$ cat src/rtl/tl_ul_channel_buffer_if.sv
// TileLink-UL channel bundle around the buffer. The slave modport is the buffer's view
// (accepts A from the master side, issues D to it); the master modport is the view of the
// environment driving both the master port and the slave-side fabric.
interface tl_ul_channel_buffer_if #(
  parameter int unsigned SRC_W  = 2,
  parameter int unsigned ADDR_W = 31
);
  // Master-side A channel
  logic              auto_in_a_valid;
  logic              auto_in_a_ready;
  logic [2:0]        auto_in_a_opcode;
  logic [2:0]        auto_in_a_param;
  logic [2:0]        auto_in_a_size;
  logic [SRC_W-1:0]  auto_in_a_source;
  logic [ADDR_W-1:0] auto_in_a_address;
  logic [3:0]        auto_in_a_mask;
  logic [31:0]       auto_in_a_data;
  // Slave-side A channel
  logic              auto_out_a_valid;
  logic              auto_out_a_ready;
  logic [2:0]        auto_out_a_opcode;
  logic [2:0]        auto_out_a_param;
  logic [2:0]        auto_out_a_size;
  logic [SRC_W-1:0]  auto_out_a_source;
  logic [ADDR_W-1:0] auto_out_a_address;
  logic [3:0]        auto_out_a_mask;
  logic [31:0]       auto_out_a_data;
  // Slave-side D channel
  logic              auto_out_d_valid;
  logic              auto_out_d_ready;
  logic [2:0]        auto_out_d_opcode;
  logic [1:0]        auto_out_d_param;
  logic [2:0]        auto_out_d_size;
  logic [SRC_W-1:0]  auto_out_d_source;
  logic              auto_out_d_denied;
  logic              auto_out_d_corrupt;
  logic [31:0]       auto_out_d_data;
  // Master-side D channel
  logic              auto_in_d_valid;
  logic              auto_in_d_ready;
  logic [2:0]        auto_in_d_opcode;
  logic [1:0]        auto_in_d_param;
  logic [2:0]        auto_in_d_size;
  logic [SRC_W-1:0]  auto_in_d_source;
  logic              auto_in_d_denied;
  logic              auto_in_d_corrupt;
  logic [31:0]       auto_in_d_data;

  modport slave (
    input  auto_in_a_valid, auto_in_a_opcode, auto_in_a_param, auto_in_a_size,
           auto_in_a_source, auto_in_a_address, auto_in_a_mask, auto_in_a_data,
    output auto_in_a_ready,
    output auto_out_a_valid, auto_out_a_opcode, auto_out_a_param, auto_out_a_size,
           auto_out_a_source, auto_out_a_address, auto_out_a_mask, auto_out_a_data,
    input  auto_out_a_ready,
    input  auto_out_d_valid, auto_out_d_opcode, auto_out_d_param, auto_out_d_size,
           auto_out_d_source, auto_out_d_denied, auto_out_d_corrupt, auto_out_d_data,
    output auto_out_d_ready,
    output auto_in_d_valid, auto_in_d_opcode, auto_in_d_param, auto_in_d_size,
           auto_in_d_source, auto_in_d_denied, auto_in_d_corrupt, auto_in_d_data,
    input  auto_in_d_ready
  );

  modport master (
    output auto_in_a_valid, auto_in_a_opcode, auto_in_a_param, auto_in_a_size,
           auto_in_a_source, auto_in_a_address, auto_in_a_mask, auto_in_a_data,
    input  auto_in_a_ready,
    input  auto_out_a_valid, auto_out_a_opcode, auto_out_a_param, auto_out_a_size,
           auto_out_a_source, auto_out_a_address, auto_out_a_mask, auto_out_a_data,
    output auto_out_a_ready,
    output auto_out_d_valid, auto_out_d_opcode, auto_out_d_param, auto_out_d_size,
           auto_out_d_source, auto_out_d_denied, auto_out_d_corrupt, auto_out_d_data,
    input  auto_out_d_ready,
    input  auto_in_d_valid, auto_in_d_opcode, auto_in_d_param, auto_in_d_size,
           auto_in_d_source, auto_in_d_denied, auto_in_d_corrupt, auto_in_d_data,
    output auto_in_d_ready
  );
endinterface

$ cat src/rtl/tl_ul_channel_buffer.sv
// Registered TileLink-UL A/D buffer: one FIFO per channel, outstanding-request counter with
// a throttle limit, and a sticky flag for responses that arrive with nothing outstanding.
module tl_ul_channel_buffer #(
  parameter int unsigned DEPTH        = 2,
  parameter int unsigned SRC_W        = 2,
  parameter int unsigned ADDR_W       = 31,
  parameter int unsigned MAX_INFLIGHT = 4
) (
  input  logic                   clock,
  input  logic                   reset,
  tl_ul_channel_buffer_if.slave  bus,
  output logic [3:0]             inflight,
  output logic                   protocol_err
);

  localparam int unsigned PtrW = $clog2(DEPTH);
  localparam int unsigned CntW = PtrW + 1;
  localparam int unsigned AW   = 3 + 3 + 3 + SRC_W + ADDR_W + 4 + 32;
  localparam int unsigned DW   = 3 + 2 + 3 + SRC_W + 1 + 1 + 32;

  localparam logic [CntW-1:0] DepthCnt    = CntW'(DEPTH);
  localparam logic [3:0]      MaxInflight = 4'(MAX_INFLIGHT);

  logic [AW-1:0]   a_mem_q [DEPTH];
  logic [AW-1:0]   a_mem_d [DEPTH];
  logic [PtrW-1:0] a_wptr_q, a_wptr_d, a_rptr_q, a_rptr_d;
  logic [CntW-1:0] a_cnt_q, a_cnt_d;

  logic [DW-1:0]   d_mem_q [DEPTH];
  logic [DW-1:0]   d_mem_d [DEPTH];
  logic [PtrW-1:0] d_wptr_q, d_wptr_d, d_rptr_q, d_rptr_d;
  logic [CntW-1:0] d_cnt_q, d_cnt_d;

  logic [3:0] inflight_q, inflight_d;
  logic       protocol_err_q, protocol_err_d;

  logic a_push, a_pop, d_push, d_pop;
  logic [AW-1:0] a_wdata;
  logic [DW-1:0] d_wdata;

  // Handshakes: readies and valids depend only on registered state, never on a valid input
  always_comb begin
    bus.auto_in_a_ready  = (a_cnt_q != DepthCnt) && (inflight_q < MaxInflight);
    bus.auto_out_a_valid = (a_cnt_q != '0);
    bus.auto_out_d_ready = (d_cnt_q != DepthCnt);
    bus.auto_in_d_valid  = (d_cnt_q != '0);
    a_push = bus.auto_in_a_valid && bus.auto_in_a_ready;
    a_pop  = bus.auto_out_a_valid && bus.auto_out_a_ready;
    d_push = bus.auto_out_d_valid && bus.auto_out_d_ready;
    d_pop  = bus.auto_in_d_valid && bus.auto_in_d_ready;
    a_wdata = {bus.auto_in_a_opcode, bus.auto_in_a_param, bus.auto_in_a_size,
               bus.auto_in_a_source, bus.auto_in_a_address, bus.auto_in_a_mask,
               bus.auto_in_a_data};
    d_wdata = {bus.auto_out_d_opcode, bus.auto_out_d_param, bus.auto_out_d_size,
               bus.auto_out_d_source, bus.auto_out_d_denied, bus.auto_out_d_corrupt,
               bus.auto_out_d_data};
  end

  // Output fields always come from the head entry of each FIFO
  always_comb begin
    {bus.auto_out_a_opcode, bus.auto_out_a_param, bus.auto_out_a_size,
     bus.auto_out_a_source, bus.auto_out_a_address, bus.auto_out_a_mask,
     bus.auto_out_a_data} = a_mem_q[a_rptr_q];
    {bus.auto_in_d_opcode, bus.auto_in_d_param, bus.auto_in_d_size,
     bus.auto_in_d_source, bus.auto_in_d_denied, bus.auto_in_d_corrupt,
     bus.auto_in_d_data} = d_mem_q[d_rptr_q];
  end

  // A FIFO next state; pointers wrap naturally since DEPTH is a power of two
  always_comb begin
    a_mem_d  = a_mem_q;
    a_wptr_d = a_wptr_q;
    a_rptr_d = a_rptr_q;
    a_cnt_d  = a_cnt_q;
    if (a_push) begin
      a_mem_d[a_wptr_q] = a_wdata;
      a_wptr_d          = a_wptr_q + 1'b1;
    end
    if (a_pop) a_rptr_d = a_rptr_q + 1'b1;
    if (a_push && !a_pop)      a_cnt_d = a_cnt_q + 1'b1;
    else if (!a_push && a_pop) a_cnt_d = a_cnt_q - 1'b1;
  end

  // D FIFO next state
  always_comb begin
    d_mem_d  = d_mem_q;
    d_wptr_d = d_wptr_q;
    d_rptr_d = d_rptr_q;
    d_cnt_d  = d_cnt_q;
    if (d_push) begin
      d_mem_d[d_wptr_q] = d_wdata;
      d_wptr_d          = d_wptr_q + 1'b1;
    end
    if (d_pop) d_rptr_d = d_rptr_q + 1'b1;
    if (d_push && !d_pop)      d_cnt_d = d_cnt_q + 1'b1;
    else if (!d_push && d_pop) d_cnt_d = d_cnt_q - 1'b1;
  end

  // Outstanding count; a response with nothing outstanding saturates at 0 and latches the error
  always_comb begin
    inflight_d     = inflight_q;
    protocol_err_d = protocol_err_q;
    if (a_push && !d_pop) begin
      inflight_d = inflight_q + 1'b1;
    end else if (!a_push && d_pop) begin
      if (inflight_q == '0) protocol_err_d = 1'b1;
      else                  inflight_d     = inflight_q - 1'b1;
    end
  end

  // State registers; storage is cleared so heads never show X
  always_ff @(posedge clock or posedge reset) begin
    if (reset) begin
      for (int i = 0; i < int'(DEPTH); i++) begin
        a_mem_q[i] <= '0;
        d_mem_q[i] <= '0;
      end
      a_wptr_q       <= '0;
      a_rptr_q       <= '0;
      a_cnt_q        <= '0;
      d_wptr_q       <= '0;
      d_rptr_q       <= '0;
      d_cnt_q        <= '0;
      inflight_q     <= '0;
      protocol_err_q <= 1'b0;
    end else begin
      a_mem_q        <= a_mem_d;
      d_mem_q        <= d_mem_d;
      a_wptr_q       <= a_wptr_d;
      a_rptr_q       <= a_rptr_d;
      a_cnt_q        <= a_cnt_d;
      d_wptr_q       <= d_wptr_d;
      d_rptr_q       <= d_rptr_d;
      d_cnt_q        <= d_cnt_d;
      inflight_q     <= inflight_d;
      protocol_err_q <= protocol_err_d;
    end
  end

  assign inflight     = inflight_q;
  assign protocol_err = protocol_err_q;

endmodule
$ cat src/flat_wrapper.sv
// flat-port wrapper written by rule: the top's interface ports become plain ports
module tl_ul_channel_buffer_flat 
#(
  parameter int unsigned DEPTH        = 2,
  parameter int unsigned SRC_W        = 2,
  parameter int unsigned ADDR_W       = 31,
  parameter int unsigned MAX_INFLIGHT = 4
)
  (clock, reset, inflight, protocol_err, bus_auto_in_a_valid, bus_auto_in_a_opcode, bus_auto_in_a_param, bus_auto_in_a_size, bus_auto_in_a_source, bus_auto_in_a_address, bus_auto_in_a_mask, bus_auto_in_a_data, bus_auto_in_a_ready, bus_auto_out_a_valid, bus_auto_out_a_opcode, bus_auto_out_a_param, bus_auto_out_a_size, bus_auto_out_a_source, bus_auto_out_a_address, bus_auto_out_a_mask, bus_auto_out_a_data, bus_auto_out_a_ready, bus_auto_out_d_valid, bus_auto_out_d_opcode, bus_auto_out_d_param, bus_auto_out_d_size, bus_auto_out_d_source, bus_auto_out_d_denied, bus_auto_out_d_corrupt, bus_auto_out_d_data, bus_auto_out_d_ready, bus_auto_in_d_valid, bus_auto_in_d_opcode, bus_auto_in_d_param, bus_auto_in_d_size, bus_auto_in_d_source, bus_auto_in_d_denied, bus_auto_in_d_corrupt, bus_auto_in_d_data, bus_auto_in_d_ready);
  tl_ul_channel_buffer_if #(.SRC_W(SRC_W), .ADDR_W(ADDR_W)) bus_i ();
  input  logic clock;
  input  logic reset;
  output logic [3:0] inflight;
  output logic protocol_err;
  input wire logic [$bits(bus_i.auto_in_a_valid)-1:0] bus_auto_in_a_valid;
  input wire logic [$bits(bus_i.auto_in_a_opcode)-1:0] bus_auto_in_a_opcode;
  input wire logic [$bits(bus_i.auto_in_a_param)-1:0] bus_auto_in_a_param;
  input wire logic [$bits(bus_i.auto_in_a_size)-1:0] bus_auto_in_a_size;
  input wire logic [$bits(bus_i.auto_in_a_source)-1:0] bus_auto_in_a_source;
  input wire logic [$bits(bus_i.auto_in_a_address)-1:0] bus_auto_in_a_address;
  input wire logic [$bits(bus_i.auto_in_a_mask)-1:0] bus_auto_in_a_mask;
  input wire logic [$bits(bus_i.auto_in_a_data)-1:0] bus_auto_in_a_data;
  output wire logic [$bits(bus_i.auto_in_a_ready)-1:0] bus_auto_in_a_ready;
  output wire logic [$bits(bus_i.auto_out_a_valid)-1:0] bus_auto_out_a_valid;
  output wire logic [$bits(bus_i.auto_out_a_opcode)-1:0] bus_auto_out_a_opcode;
  output wire logic [$bits(bus_i.auto_out_a_param)-1:0] bus_auto_out_a_param;
  output wire logic [$bits(bus_i.auto_out_a_size)-1:0] bus_auto_out_a_size;
  output wire logic [$bits(bus_i.auto_out_a_source)-1:0] bus_auto_out_a_source;
  output wire logic [$bits(bus_i.auto_out_a_address)-1:0] bus_auto_out_a_address;
  output wire logic [$bits(bus_i.auto_out_a_mask)-1:0] bus_auto_out_a_mask;
  output wire logic [$bits(bus_i.auto_out_a_data)-1:0] bus_auto_out_a_data;
  input wire logic [$bits(bus_i.auto_out_a_ready)-1:0] bus_auto_out_a_ready;
  input wire logic [$bits(bus_i.auto_out_d_valid)-1:0] bus_auto_out_d_valid;
  input wire logic [$bits(bus_i.auto_out_d_opcode)-1:0] bus_auto_out_d_opcode;
  input wire logic [$bits(bus_i.auto_out_d_param)-1:0] bus_auto_out_d_param;
  input wire logic [$bits(bus_i.auto_out_d_size)-1:0] bus_auto_out_d_size;
  input wire logic [$bits(bus_i.auto_out_d_source)-1:0] bus_auto_out_d_source;
  input wire logic [$bits(bus_i.auto_out_d_denied)-1:0] bus_auto_out_d_denied;
  input wire logic [$bits(bus_i.auto_out_d_corrupt)-1:0] bus_auto_out_d_corrupt;
  input wire logic [$bits(bus_i.auto_out_d_data)-1:0] bus_auto_out_d_data;
  output wire logic [$bits(bus_i.auto_out_d_ready)-1:0] bus_auto_out_d_ready;
  output wire logic [$bits(bus_i.auto_in_d_valid)-1:0] bus_auto_in_d_valid;
  output wire logic [$bits(bus_i.auto_in_d_opcode)-1:0] bus_auto_in_d_opcode;
  output wire logic [$bits(bus_i.auto_in_d_param)-1:0] bus_auto_in_d_param;
  output wire logic [$bits(bus_i.auto_in_d_size)-1:0] bus_auto_in_d_size;
  output wire logic [$bits(bus_i.auto_in_d_source)-1:0] bus_auto_in_d_source;
  output wire logic [$bits(bus_i.auto_in_d_denied)-1:0] bus_auto_in_d_denied;
  output wire logic [$bits(bus_i.auto_in_d_corrupt)-1:0] bus_auto_in_d_corrupt;
  output wire logic [$bits(bus_i.auto_in_d_data)-1:0] bus_auto_in_d_data;
  input wire logic [$bits(bus_i.auto_in_d_ready)-1:0] bus_auto_in_d_ready;
  assign bus_i.auto_in_a_valid = bus_auto_in_a_valid;
  assign bus_i.auto_in_a_opcode = bus_auto_in_a_opcode;
  assign bus_i.auto_in_a_param = bus_auto_in_a_param;
  assign bus_i.auto_in_a_size = bus_auto_in_a_size;
  assign bus_i.auto_in_a_source = bus_auto_in_a_source;
  assign bus_i.auto_in_a_address = bus_auto_in_a_address;
  assign bus_i.auto_in_a_mask = bus_auto_in_a_mask;
  assign bus_i.auto_in_a_data = bus_auto_in_a_data;
  assign bus_auto_in_a_ready = bus_i.auto_in_a_ready;
  assign bus_auto_out_a_valid = bus_i.auto_out_a_valid;
  assign bus_auto_out_a_opcode = bus_i.auto_out_a_opcode;
  assign bus_auto_out_a_param = bus_i.auto_out_a_param;
  assign bus_auto_out_a_size = bus_i.auto_out_a_size;
  assign bus_auto_out_a_source = bus_i.auto_out_a_source;
  assign bus_auto_out_a_address = bus_i.auto_out_a_address;
  assign bus_auto_out_a_mask = bus_i.auto_out_a_mask;
  assign bus_auto_out_a_data = bus_i.auto_out_a_data;
  assign bus_i.auto_out_a_ready = bus_auto_out_a_ready;
  assign bus_i.auto_out_d_valid = bus_auto_out_d_valid;
  assign bus_i.auto_out_d_opcode = bus_auto_out_d_opcode;
  assign bus_i.auto_out_d_param = bus_auto_out_d_param;
  assign bus_i.auto_out_d_size = bus_auto_out_d_size;
  assign bus_i.auto_out_d_source = bus_auto_out_d_source;
  assign bus_i.auto_out_d_denied = bus_auto_out_d_denied;
  assign bus_i.auto_out_d_corrupt = bus_auto_out_d_corrupt;
  assign bus_i.auto_out_d_data = bus_auto_out_d_data;
  assign bus_auto_out_d_ready = bus_i.auto_out_d_ready;
  assign bus_auto_in_d_valid = bus_i.auto_in_d_valid;
  assign bus_auto_in_d_opcode = bus_i.auto_in_d_opcode;
  assign bus_auto_in_d_param = bus_i.auto_in_d_param;
  assign bus_auto_in_d_size = bus_i.auto_in_d_size;
  assign bus_auto_in_d_source = bus_i.auto_in_d_source;
  assign bus_auto_in_d_denied = bus_i.auto_in_d_denied;
  assign bus_auto_in_d_corrupt = bus_i.auto_in_d_corrupt;
  assign bus_auto_in_d_data = bus_i.auto_in_d_data;
  assign bus_i.auto_in_d_ready = bus_auto_in_d_ready;
  tl_ul_channel_buffer #(.DEPTH(DEPTH), .SRC_W(SRC_W), .ADDR_W(ADDR_W), .MAX_INFLIGHT(MAX_INFLIGHT)) u_core (.clock(clock), .reset(reset), .bus(bus_i), .inflight(inflight), .protocol_err(protocol_err));
endmodule
$ cat config.mk
export PLATFORM = sky130hd
export DESIGN_NAME = tl_ul_channel_buffer_flat
export DESIGN_NICKNAME = d
export VERILOG_FILES = /design/src/rtl/tl_ul_channel_buffer_if.sv /design/src/rtl/tl_ul_channel_buffer.sv /design/src/flat_wrapper.sv
export SDC_FILE = /design/constraint.sdc
export NUM_CORES = 1
export LEC_CHECK = 0
export ABC_AREA = 1
export CAP_MARGIN = 40
export CELL_PAD_IN_SITES_DETAIL_PLACEMENT = 0
export CELL_PAD_IN_SITES_GLOBAL_PLACEMENT = 1
export CORE_MARGIN = 10
export CORE_UTILIZATION = 40
export CTS_CLUSTER_DIAMETER = 120
export DETAILED_ROUTE_END_ITERATION = 8
export PLACE_DENSITY = 0.9
export SETUP_SLACK_MARGIN = 0.1
export SKIP_LAST_GASP = 1
export SYNTH_ARGS = -nofsm -noshare
export SYNTH_HDL_FRONTEND = slang
export SYNTH_SLANG_ARGS = --single-unit
export TNS_END_PERCENT = 50
$ cat constraint.sdc
create_clock -name clock -period 24.7 [get_ports clock]
set_clock_uncertainty 0.2 [all_clocks]
set_input_delay 3.705 -clock clock [delete_from_list [all_inputs] [get_ports clock]]
set_output_delay 3.705 -clock clock [all_outputs]
set_load 0.1 [all_outputs]
==> out/metrics.yaml <==
status: "complete, no violations"
die_height_um: 189
drt_first_pass_iters: 5
rr_worst_depth: 7
r2r_start: "u_core.inflight[3]"
post_cts_resized: 0
required_ns: 20.80
finalMaxSlewViolations: 0
ys_types: 27
fin_util_pct: 63.0
clock_latency_ns: 0.52
r2r_slack_ns: 22.12
seq_area_frac_synth_pct: 56.4
rsz0062_at_grt: "no"
wl_per_cell_um: 16.5
layout.nets: 1878
grt_max_degree: 110
fillCellCount: 2251
netlist_area_um2: 11400
slew_headroom_pct: 39.9
io_pins: 259
layout_commonest_cell: "nand2_1"
grtUsageTotal_pct: 19.7
dp_hpwl_um: 25000
endpoint: "bus_auto_out_a_data[17]"
postCtsSetupBuffers: 0
startpoint: "u_core.a_rptr_q"
fin_crit_ns: 7.09
cp_data_arrival_time_ns: 3.18
antenna_found_initial: 5
h-tree-depth: 1
startpoint_type: "register"
cts-root-buf: "clkbuf_16"
synthesis.nets: 1530
cts_tree: "done"
worst-slew-pin-transition_ns: 0.901
coreArea_um2: 27900
crit_type: "register to primary output"
maxCapViolations: 0
vias_per_cell: 4.83
cts_buffers: 28
grt_pass1_vias: 10700
rows: 61
grt_pass1_wl_um: 58000
finalCritPeriodShare_pct: 28.7
worstReg2RegEnd: "u_core.a_mem_q[152]"
worst-path-max-fanout: 88
ant_nets: 0
grt-ovfl-total: 0
ys_seq_elements: 257
num_vias: 10300
die_x_um: 189
port_buffers: 258
yosysWarnings: 0
cts_sinks: 257
final_cell_mix: "nand2_1, o21ai_0, clkdlybuf4s50_1"
setup_viol: 0
critPathCaptureType: "primary output"
clk_pin_slew_ns: 0.06
initial_core_util_pct: 40.8
clockBufferDepth: 3
synth.avg_cell_area_um2: 8.17
drt_iter0_drc: 925
max_freq_mhz: 141
hold_class: "register to register"
totalWireLength_um: 35500
dieArea_um2: 35600
setup_tns_ns: 0
syn_inst: 1395
drive_gt1_share_pct: 11.9
area_growth_pct: 54.3
gp_congestion: 0.798
hold_viol: 0
cts_hold_repair.buffers: 0
drc: 0
-- state kept, by name, summed over array words and instances, names as in the netlist --
| register | cells |
|---|---|
| u_core.a_mem_q | 156 |
| u_core.d_mem_q | 88 |
| u_core.inflight | 4 |
| u_core.a_cnt_q | 2 |
| u_core.d_cnt_q | 2 |
| u_core.a_rptr_q | 1 |
| u_core.a_wptr_q | 1 |
| u_core.d_rptr_q | 1 |
| u_core.d_wptr_q | 1 |
| u_core.protocol_err | 1 |
-- metal layers --
layer	vias up	part of all wire [%]	GRT usage [%]	wire length (um)
li1	5046	-	-	-
met1	4893	43	25.5	15200
met2	342	47	31.6	16700
met3	60	7.8	5.76	2770
met4	6	2.3	5.22	806
met5	-	0.099	0	35
-- stage by stage --
stage                     setup slack [ns]  cells  hold slack [ns]  instance area, um^2
final                                17.61   2144            0.279                17600
after global placement               17.89   1954            0.260                14100
after floorplan                      13.72   1395            0.246                11400
after detailed placement             18.15   2091            0.269                16700
after global routing                 17.40   2144            0.309                17600
after CTS                            17.58   2142            0.281                17600
-- area by class of cell --
| class | instances | area [um^2] | share of cell area [%] |
|---|---|---|---|
| Antenna cell | 2 | 5.00 | 0.0285 |
| Clock inverter | 11 | 111 | 0.633 |
| Inverter | 140 | 533 | 3.03 |
| Multi-Input combinational cell | 911 | 4020 | 22.8 |
| Tap cell | 378 | 473 | 2.69 |
| Timing Repair Buffer | 405 | 5200 | 29.6 |
| Sequential cell | 257 | 6430 | 36.6 |
| Clock buffer | 40 | 817 | 4.65 |
-- cells by family after synthesis --
family / Yosys count / share of synthesized area (%)
AO/OA/AOI/OAI: 330 / 14.7
flip-flops: 257 / 56.4
XOR/XNOR: 8 / 0.615
AND/OR/NAND/NOR: 566 / 19.0
buffers and inverters: 227 / 8.46
adder cells (fa/ha/maj): 7 / 0.834
-- synth_stat cells --
library cell	count	area [um^2]
a21oi_1	3	15.0
buf_1	1	3.75
buf_2	29	145
buf_4	8	60.1
buf_6	6	67.6
clkbuf_1	42	158
clkbuf_2	1	5.00
clkinv_1	1	3.75
dfrtp_1	257	6430
fa_1	1	20.0
ha_1	6	75.1
inv_1	137	514
inv_2	2	7.51
nand2_1	553	2080
nand2_2	2	12.5
nand2_4	1	11.3
nand3_1	5	25.0
nor2_1	2	7.51
nor2_2	1	6.26
nor2_8	1	20.0
o21ai_0	302	1510
o21ai_1	19	95.1
o21ai_2	5	43.8
o21bai_1	1	7.51
or2_1	1	6.26
xnor2_1	4	35.0
xor2_1	4	35.0
-- critical path: stages, from the launching register on --
cell and delay (ns):
dfrtp_4 0.84, buf_4 0.69, nand2_1 0.14, o21ai_0 0.15, clkdlybuf4s50_1 0.57, buf_8 0.20
-- worst min path at each step --
| stage | from | end | depth (start not counted) |
|---|---|---|---|
| 6_report | u_core.a_cnt_q[0] | u_core.a_cnt_q[0] | 1 |
| 5_1_grt | u_core.d_mem_q[86] | u_core.d_mem_q[86] | 2 |
| 4_1_cts | u_core.a_cnt_q[0] | u_core.a_cnt_q[0] | 1 |
| 3_5_place_dp | u_core.d_mem_q[83] | u_core.d_mem_q[83] | 2 |
| 3_3_place_gp | u_core.a_cnt_q[0] | u_core.a_cnt_q[0] | 1 |
| 2_1_floorplan | u_core.a_cnt_q[0] | u_core.a_cnt_q[0] | 1 |
Power is not shown: default switching activity piles up to over one toggle a cycle in this logic, so the estimate is an artifact.
